### src/rtl/b16_sfr_pkg.sv
// Shared constants for the b16 SFR bus: port widths, arbiter state encoding
// and master indices.
package b16_sfr_pkg;

  localparam int SFR_AW = 8;
  localparam int SFR_DW = 16;

  typedef logic [1:0] state_t;

  localparam state_t ST_IDLE = 2'd0;
  localparam state_t ST_ACC  = 2'd1;
  localparam state_t ST_ACK  = 2'd2;

  localparam logic M0 = 1'b0;
  localparam logic M1 = 1'b1;

endpackage

### src/rtl/sfr_arb_pick.sv
// Two-way grant select used when the arbiter is idle.
// Round-robin favours the master that did not win last; fixed mode favours m0.
module sfr_arb_pick
  import b16_sfr_pkg::*;
#(
  parameter bit RR = 1'b1
) (
  input  logic [1:0] req,
  input  logic       last_grant,
  output logic       gnt_vld,
  output logic       gnt
);

  always_comb begin
    gnt_vld = |req;
    if (&req) gnt = RR ? ~last_grant : M0;
    else      gnt = req[1] ? M1 : M0;
  end

endmodule

### src/rtl/sfr_bus_arb.sv
// Shares the single SFR port between the b16 core (m0) and the debug host (m1).
// Each access is a registered one-cycle bus slot followed by a one-cycle ack.
module sfr_bus_arb
  import b16_sfr_pkg::*;
#(
  parameter int AW = SFR_AW,
  parameter int DW = SFR_DW,
  parameter bit RR = 1'b1
) (
  input  logic          clk,
  input  logic          nreset,
  input  logic          m0_req,
  input  logic [AW-1:0] m0_addr,
  input  logic          m0_r,
  input  logic [1:0]    m0_w,
  input  logic [DW-1:0] m0_wdata,
  output logic          m0_ack,
  output logic [DW-1:0] m0_rdata,
  input  logic          m1_req,
  input  logic [AW-1:0] m1_addr,
  input  logic          m1_r,
  input  logic [1:0]    m1_w,
  input  logic [DW-1:0] m1_wdata,
  output logic          m1_ack,
  output logic [DW-1:0] m1_rdata,
  output logic          sfr_sel,
  output logic [AW-1:0] sfr_addr,
  output logic          sfr_r,
  output logic [1:0]    sfr_w,
  output logic [DW-1:0] sfr_dwrite,
  input  logic [DW-1:0] sfr_data
);

  logic [1:0]         req;
  logic [1:0][AW-1:0] addr_in;
  logic [1:0]         r_in;
  logic [1:0][1:0]    w_in;
  logic [1:0][DW-1:0] wdata_in;

  assign req      = {m1_req, m0_req};
  assign addr_in  = {m1_addr, m0_addr};
  assign r_in     = {m1_r, m0_r};
  assign w_in     = {m1_w, m0_w};
  assign wdata_in = {m1_wdata, m0_wdata};

  state_t             state_q, state_d;
  logic               gnt_q, gnt_d;
  logic               last_q, last_d;
  logic               sel_q, sel_d;
  logic [AW-1:0]      addr_q, addr_d;
  logic               r_q, r_d;
  logic [1:0]         w_q, w_d;
  logic [DW-1:0]      dwrite_q, dwrite_d;
  logic [1:0]         ack_q, ack_d;
  logic [1:0][DW-1:0] rdata_q, rdata_d;

  logic pick_vld, pick_gnt;
  logic issue, issue_m;

  sfr_arb_pick #(.RR(RR)) u_pick (
    .req        (req),
    .last_grant (last_q),
    .gnt_vld    (pick_vld),
    .gnt        (pick_gnt)
  );

  always_ff @(posedge clk or negedge nreset) begin
    if (!nreset) begin
      state_q  <= ST_IDLE;
      gnt_q    <= M0;
      last_q   <= M1;
      sel_q    <= 1'b0;
      addr_q   <= '0;
      r_q      <= 1'b0;
      w_q      <= '0;
      dwrite_q <= '0;
      ack_q    <= '0;
      rdata_q  <= '0;
    end else begin
      state_q  <= state_d;
      gnt_q    <= gnt_d;
      last_q   <= last_d;
      sel_q    <= sel_d;
      addr_q   <= addr_d;
      r_q      <= r_d;
      w_q      <= w_d;
      dwrite_q <= dwrite_d;
      ack_q    <= ack_d;
      rdata_q  <= rdata_d;
    end
  end

  // In ACK the finishing master's req is still high while it sees its ack,
  // so only the other master may be handed the bus directly.
  always_comb begin
    state_d = state_q;
    issue   = 1'b0;
    issue_m = M0;
    case (state_q)
      ST_IDLE: if (pick_vld) begin
        issue   = 1'b1;
        issue_m = pick_gnt;
        state_d = ST_ACC;
      end
      ST_ACC: state_d = ST_ACK;
      ST_ACK: if (req[~gnt_q]) begin
        issue   = 1'b1;
        issue_m = ~gnt_q;
        state_d = ST_ACC;
      end else begin
        state_d = ST_IDLE;
      end
      default: state_d = ST_IDLE;
    endcase
  end

  always_comb begin
    sel_d    = 1'b0;
    r_d      = 1'b0;
    w_d      = '0;
    addr_d   = addr_q;
    dwrite_d = dwrite_q;
    gnt_d    = gnt_q;
    last_d   = last_q;
    ack_d    = '0;
    rdata_d  = rdata_q;
    if (issue) begin
      sel_d    = 1'b1;
      addr_d   = addr_in[issue_m];
      r_d      = r_in[issue_m];
      w_d      = w_in[issue_m];
      dwrite_d = wdata_in[issue_m];
      gnt_d    = issue_m;
      last_d   = issue_m;
    end
    if (state_q == ST_ACC) begin
      ack_d[gnt_q]   = 1'b1;
      rdata_d[gnt_q] = sfr_data;
    end
  end

  assign sfr_sel    = sel_q;
  assign sfr_addr   = addr_q;
  assign sfr_r      = r_q;
  assign sfr_w      = w_q;
  assign sfr_dwrite = dwrite_q;
  assign m0_ack     = ack_q[0];
  assign m1_ack     = ack_q[1];
  assign m0_rdata   = rdata_q[0];
  assign m1_rdata   = rdata_q[1];

endmodule

### config.mk
export PLATFORM = sky130hd
export DESIGN_NAME = sfr_bus_arb
export DESIGN_NICKNAME = d
export VERILOG_FILES = /design/src/rtl/b16_sfr_pkg.sv /design/src/rtl/sfr_arb_pick.sv /design/src/rtl/sfr_bus_arb.sv
export SDC_FILE = /design/constraint.sdc
export NUM_CORES = 1
export LEC_CHECK = 0
export ABC_CLOCK_PERIOD_IN_PS = 1600
export CORE_UTILIZATION = 33
export CTS_BUF_LIST = sky130_fd_sc_hd__clkbuf_16
export DETAILED_ROUTE_END_ITERATION = 10
export GPL_TIMING_DRIVEN = 0
export PLACE_DENSITY = 0.66
export SETUP_SLACK_MARGIN = 0.1
export SYNTH_ARGS = -nofsm -noshare
export SYNTH_HDL_FRONTEND = slang
export SYNTH_SLANG_ARGS = --single-unit
### constraint.sdc
create_clock -name clk -period 1.6 [get_ports clk]
set_input_delay 0.24 -clock clk [delete_from_list [all_inputs] [get_ports clk]]
set_output_delay 0.24 -clock clk [all_outputs]
set_load 0.05 [all_outputs]
# [After elaboration in Yosys (flattened, before gate mapping)]
# Index checks and enable logic that the tools add are counted.
[op_classes] bitwise_logic=2 n_reduce_logical=4 order_cmp=4 eq_ne=3 n_mux=30
[ops] op="2-to-1 mux 16 bit" count=3
[ops] op="bitwise mux 32 bit" count=1
[ops] op="demux 16 bit (select 1 bit)" count=1
[ops] op="2-to-1 mux 8 bit" count=2
[ops] op="2-to-1 mux 1 bit" count=14
[ops] op="2-to-1 mux 2 bit" count=5
[ops] op="less-than comparator 1 x 2 -> 1 bit, second input constant" count=3
[ops] op="case mux 2 bit (3 select lines)" count=1
[ops] op="case mux 1 bit (2 select lines)" count=2
[ops] op="== test 2 x 1 -> 1 bit, second input constant" count=1
[ops] op="== test 2 bit, second input constant" count=1
[ops] op="logical NOT 2 bit" count=1
[ops] op="!= test 2 bit, second input constant" count=1
[ops] op="inverter 1 bit" count=2
[ops] op="AND reduction 2 bit" count=1
[ops] op="OR reduction 2 bit" count=1
[ops] op="demux 1 bit (select 1 bit)" count=1
[ops] op="greater-or-equal comparator 1 bit, second input constant" count=1
[ops] op="logical AND 1 bit" count=1
[totals] out_inout_bits=62 elab_cells=54 in_bits=74 regBits=66

# [Longest topological paths before layout]
[logic_depth] word_depth=8 mapped_depth=6 depth_no_buf=4

# [Modules after synthesis]
# From an unflattened synthesis, not the netlist that was laid out.
[unflattened] hier_cells=206 area_unflattened_um2=2717.6
[by_module_without_submodules] mod="sfr_bus_arb" n_inst=1 cells_each=204 area_each_um2=2703.8 seq_area_each_um2=1652.8
[by_module_without_submodules] mod="sfr_arb_pick" n_inst=1 cells_each=2 area_each_um2=13.8 seq_area_each_um2=0.0

# [Worst setup path after synthesis]
# OpenSTA, ideal clock, no wires.
[synth_timing] path_kind="flip-flop to flip-flop" start="reg state_q[1]" end="reg rdata_q, in the netlist m0_rdata[0]" stages_incl_launch_ff=6 t_required_ns=1.475 setup_slack_ns=0.040 setup_time_ns=0.125 synth_period_minus_slack_ns=1.560 path_buffers=2 arrival_time_ns=1.434 cell_sequence="dfrtp_1 and2b_4 nor2b_1 buf_6 buf_6 mux2_4"
[synth_via] elab_chain_cells=1
[synth_rtl] element="from (decl)" line_no="sfr_bus_arb.sv:46" text="state_t state_q, state_d;"
[synth_rtl] element="from (signal assigned)" line_no="sfr_bus_arb.sv:80" text="state_q <= state_d;"
[synth_rtl] element="== test 2 x 1 -> 1 bit" line_no="sfr_bus_arb.sv:136" text="if (state_q == ST_ACC) begin"
[synth_rtl] element="to (signal assigned)" line_no="sfr_bus_arb.sv:89" text="rdata_q <= rdata_d;"
[synth_rtl] element="to (decl)" line_no="sfr_bus_arb.sv:55" text="logic [1:0][DW-1:0] rdata_q, rdata_d;"
# Every way passes these cells.
# A chain may end at the register's enable or synchronous reset.

# [Worst setup path after layout]
[layout_timing] start="reg last_q" end="reg addr_q[5], in the netlist sfr_addr[5]"
[layout_via] elab_chain_cells=6
[layout_rtl] element="from (decl)" line_no="sfr_bus_arb.sv:48" text="logic last_q, last_d;"
[layout_rtl] element="from (signal assigned)" line_no="sfr_bus_arb.sv:82" text="last_q <= last_d;"
[layout_rtl] element="inverter 1 bit" line_no="sfr_arb_pick.sv:16" text="if (&req) gnt = RR ? ~last_grant : M0;"
[layout_rtl] element="2-to-1 mux 1 bit" line_no="sfr_arb_pick.sv:16"
[layout_rtl] element="2-to-1 mux 1 bit" line_no="sfr_bus_arb.sv:100" text="ST_IDLE: if (pick_vld) begin"
[layout_rtl] element="case mux 1 bit (2 select lines)" line_no="sfr_bus_arb.sv:99" text="case (state_q)"
[layout_rtl] element="2-to-1 mux 8 bit (not written as such) (2 in a row)" line_no="sfr_bus_arb.sv:129" text="addr_d = addr_in[issue_m];"
[layout_rtl] element="to (signal assigned)" line_no="sfr_bus_arb.sv:84" text="addr_q <= addr_d;"
[layout_rtl] element="to (decl)" line_no="sfr_bus_arb.sv:50" text="logic [AW-1:0] addr_q, addr_d;"
# Every way passes these cells. The select of a mux whose other input is x is not followed.

==> impl_results.md <==
- Status: completed
- Post-Syn Nets: between 200 and 300
- Syn Inst Count: 205
- Startpoint Class: flip-flop
- Die area: around 8700 sq um
- Reg2reg setup slack: about 0.012 ns
- Inserted Clock Buffers: 9
- Yosys cell types: 22
- Core Box Area: ~8000 sq um
- Leak pwr: about 2.2 nW
- Routability cong.: just under 0.7
- Switching part of the total: 0.472
- Initial core utilization: 0.338
- Most frequent cells in the layout: 72 x clkdlybuf4s50_1, 63 x dfrtp_1, 59 x dlygate4sd2_1
- Ys async rst share: 1.00
- RR Startpoint: last_q
- Die W: just over 90 microns
- CP peak stage delay: 0.54 ns
- Reg2Reg Depth: 6
- Port bufs: 135
- Pwr/cell area: between 2000 and 2500 nW/um^2
- Initial DRC Count: between 40 and 50
- Final setup TNS: 0 ns
- CP required: roughly 1.8 ns
- Most common cell after layout, fill and taps aside: clkdlybuf4s50_1
- Final ANT Viol Nets: 0
- Seq cells post-synth: between 60 and 70
- Root buffer cell: clkbuf_16
- Global-route wire length before repair: 11700 microns
- DP HPWL: roughly 5000 microns
- NetSw: approximately 5.4 mW
- Detail-routed via count per cell: 4.58
- Synth Cell Area: around 2800 sq um
- # diodes: 0
- Final WL: about 7300 microns
- Max_cap viols: 0
- Slew Limit Fails: 0
- Crit path max fanout: 7
- Placed Area: between 4000 and 5000 sq um
- Met2 Use GR: 0.296
- Rows: 33
- Final Instance Area: ~4700 sq um
- Slew HR: 0.446
- Dominant synthesized flop cell: dfrtp_1
- Vias in the first global route: about 2200
- # nets final: 440
- Yosys warning total: 0
- HP Class: in2async
- Highest clock rate: 630 MHz
- CP Cell Sequence: nor2b_4 -> a221o_1 -> buf_6 -> buf_12 -> mux2i_4 -> a21oi_2
- FF-to-FF End: sfr_addr[5]
- Setup crit end kind: flip-flop
- Max IR drop VDD: 1.13 mV
- RSZ-0062 raised after global routing: yes
- Longest Clk Path Bufs: 2
- Gate power share: 0.598
- Worst-Skew Late Latency: 0.32 ns
- All-Layer GR Usage: 0.182
- GRT busiest layer: met2
- Layout area overhead: 71.4%
- Post-synthesis sequential area ratio: 0.598
- GRT met1 Usage: 0.227
- Largest net degree at the start of global routing: 67
- Worst slew pin tran: ~0.83 ns
- Ports: between 100 and 150
- WS Path Type: reg2reg
- Layout cells sized above 1: 0.181
- Clock share of power: 0.147
- Reg power frac: 0.255
- Skew final: 0.00760 ns
- Mean post-synth cell area: between 10 and 15 sq um
- Number of synthesized flops with an enable pin: 0
- Global route overflow: 0
- H-tree depth: 3
- Crit path from: last_q
- DR pass1 iterations: 4
- Final hold violations: 0
- Die H: just over 90 microns
- M3 GR Usage: 0.0382
- Detailed-route wire length per cell: between 15 and 20 microns
- Setup violators final: 0
- Antenna violations before repair: 0
- Final worst-path cycle share: 0.993
- Via count: 2180
- Clock transition at the registers of the reported paths: 0.05 ns
- Crit path max-delay cell type: dfstp_2
- Internal power: slightly above 6 mW
- Clock Sinks: 66
- CTS tree: done
- Detailed-route DRC error count: 0
- Arrival time worst endpoint: between 1.5 and 2 ns
- Final Critical Period: approximately 1.6 ns
==> how the worst max path moves through the flow <==
stage	to	cells after the start
6_report	sfr_addr[5]	6
3_5_place_dp	sfr_dwrite[14]	5
3_3_place_gp	m1_rdata[14]	1
5_1_grt	sfr_addr[5]	6
4_1_cts	sfr_dwrite[9]	7
2_1_floorplan	m0_rdata[0]	5
==> state kept, by name, indices dropped and copies added, names as in the netlist <==
| register | cells |
|---|---|
| ack_q | 2 |
| m1_rdata | 16 |
| sfr_r | 1 |
| m0_rdata | 16 |
| gnt_q | 1 |
| sfr_w | 2 |
| sfr_dwrite | 16 |
| state_q | 2 |
| last_q | 1 |
| sfr_addr | 8 |
| sfr_sel | 1 |
==> kinds of logic after synthesis <==
group	share of synthesized area
buffers and inverters	0.0362
AOI/OAI and AO/OA	0.0665
DFF	0.598
and+or+nand+nor	0.0557
muxes	0.244
==> repair_timing <==
action | CTS | global route
buffers inserted | 14 | 0
resized for setup | 96 | 7
endpoints found under the setup margin | 107 | 54
pin swaps | 18 | 11
hold buffers | 0 | 0
cloned | 3 | 0
==> synth_stat cells, types with 2 or more instances <==
library cell / n / share of area
a21oi_1: 25 / 0.045
buf_2: 5 / 0.0090
buf_6: 5 / 0.020
dfrtp_1: 65 / 0.59
inv_1: 2 / 0.0027
mux2_1: 23 / 0.094
mux2_4: 9 / 0.049
mux2i_1: 28 / 0.10
nor2_1: 25 / 0.034
nor2b_1: 6 / 0.014
==> layout make-up <==
class | count | area [sq um]
clock inverters | 7 | 27.5
plain buffers | 12 | 153
inverters | 2 | 7.51
fillers | 726 | 3440
clock buffers | 9 | 225
repair buffers | 150 | 1450
well taps | 105 | 131
multi-input cells | 125 | 1090
flip-flops and latches | 66 | 1660
==> power by group through the flow <==
stage / Clock [mW] / Sequential [mW] / Combinational [mW]
after CTS: 1.72 / 2.93 / 7.00
after detailed placement: 0 / 2.98 / 6.68
after global routing: 1.80 / 3.04 / 7.22
final: 1.68 / 2.93 / 6.86
after global placement: 0 / 2.95 / 6.63
after floorplan: 0 / 5.66 / 1.74
==> routing by layer <==
metal  share of wire  wire, microns  up-vias
met2            0.53           3870       55
li1                -              -     1037
met1            0.41           3040     1077
met5               0              0        -
met3           0.040            291       11
met4           0.019            140        0
==> stage by stage <==
step / hold slack, ns / utilization / power (mW) / setup slack [ns] / std cells
after floorplan: -0.0556 / - / 7.40 / 0.0871 / 205
after global placement: 0.459 / 0.521 / 9.58 / -1.98 / 445
after detailed placement: 0.402 / 0.521 / 9.66 / -0.517 / 445
after CTS: 0.0533 / 0.583 / 11.7 / -0.0347 / 478
after global routing: 0.0958 / 0.580 / 12.1 / -0.0627 / 476
final: 0.00654 / 0.580 / 11.5 / 0.0118 / 476
==> worst max-delay path, delay by kind of cell (launching register included) <==
kind	cells	cell delay, ns
buffers and inverters	2	0.31
muxes	1	0.23
and+or+nand+nor	1	0.15
AOI/OAI and AO/OA	2	0.23
DFF	1	0.54
Note: power is estimated with default switching activity, not from simulation.
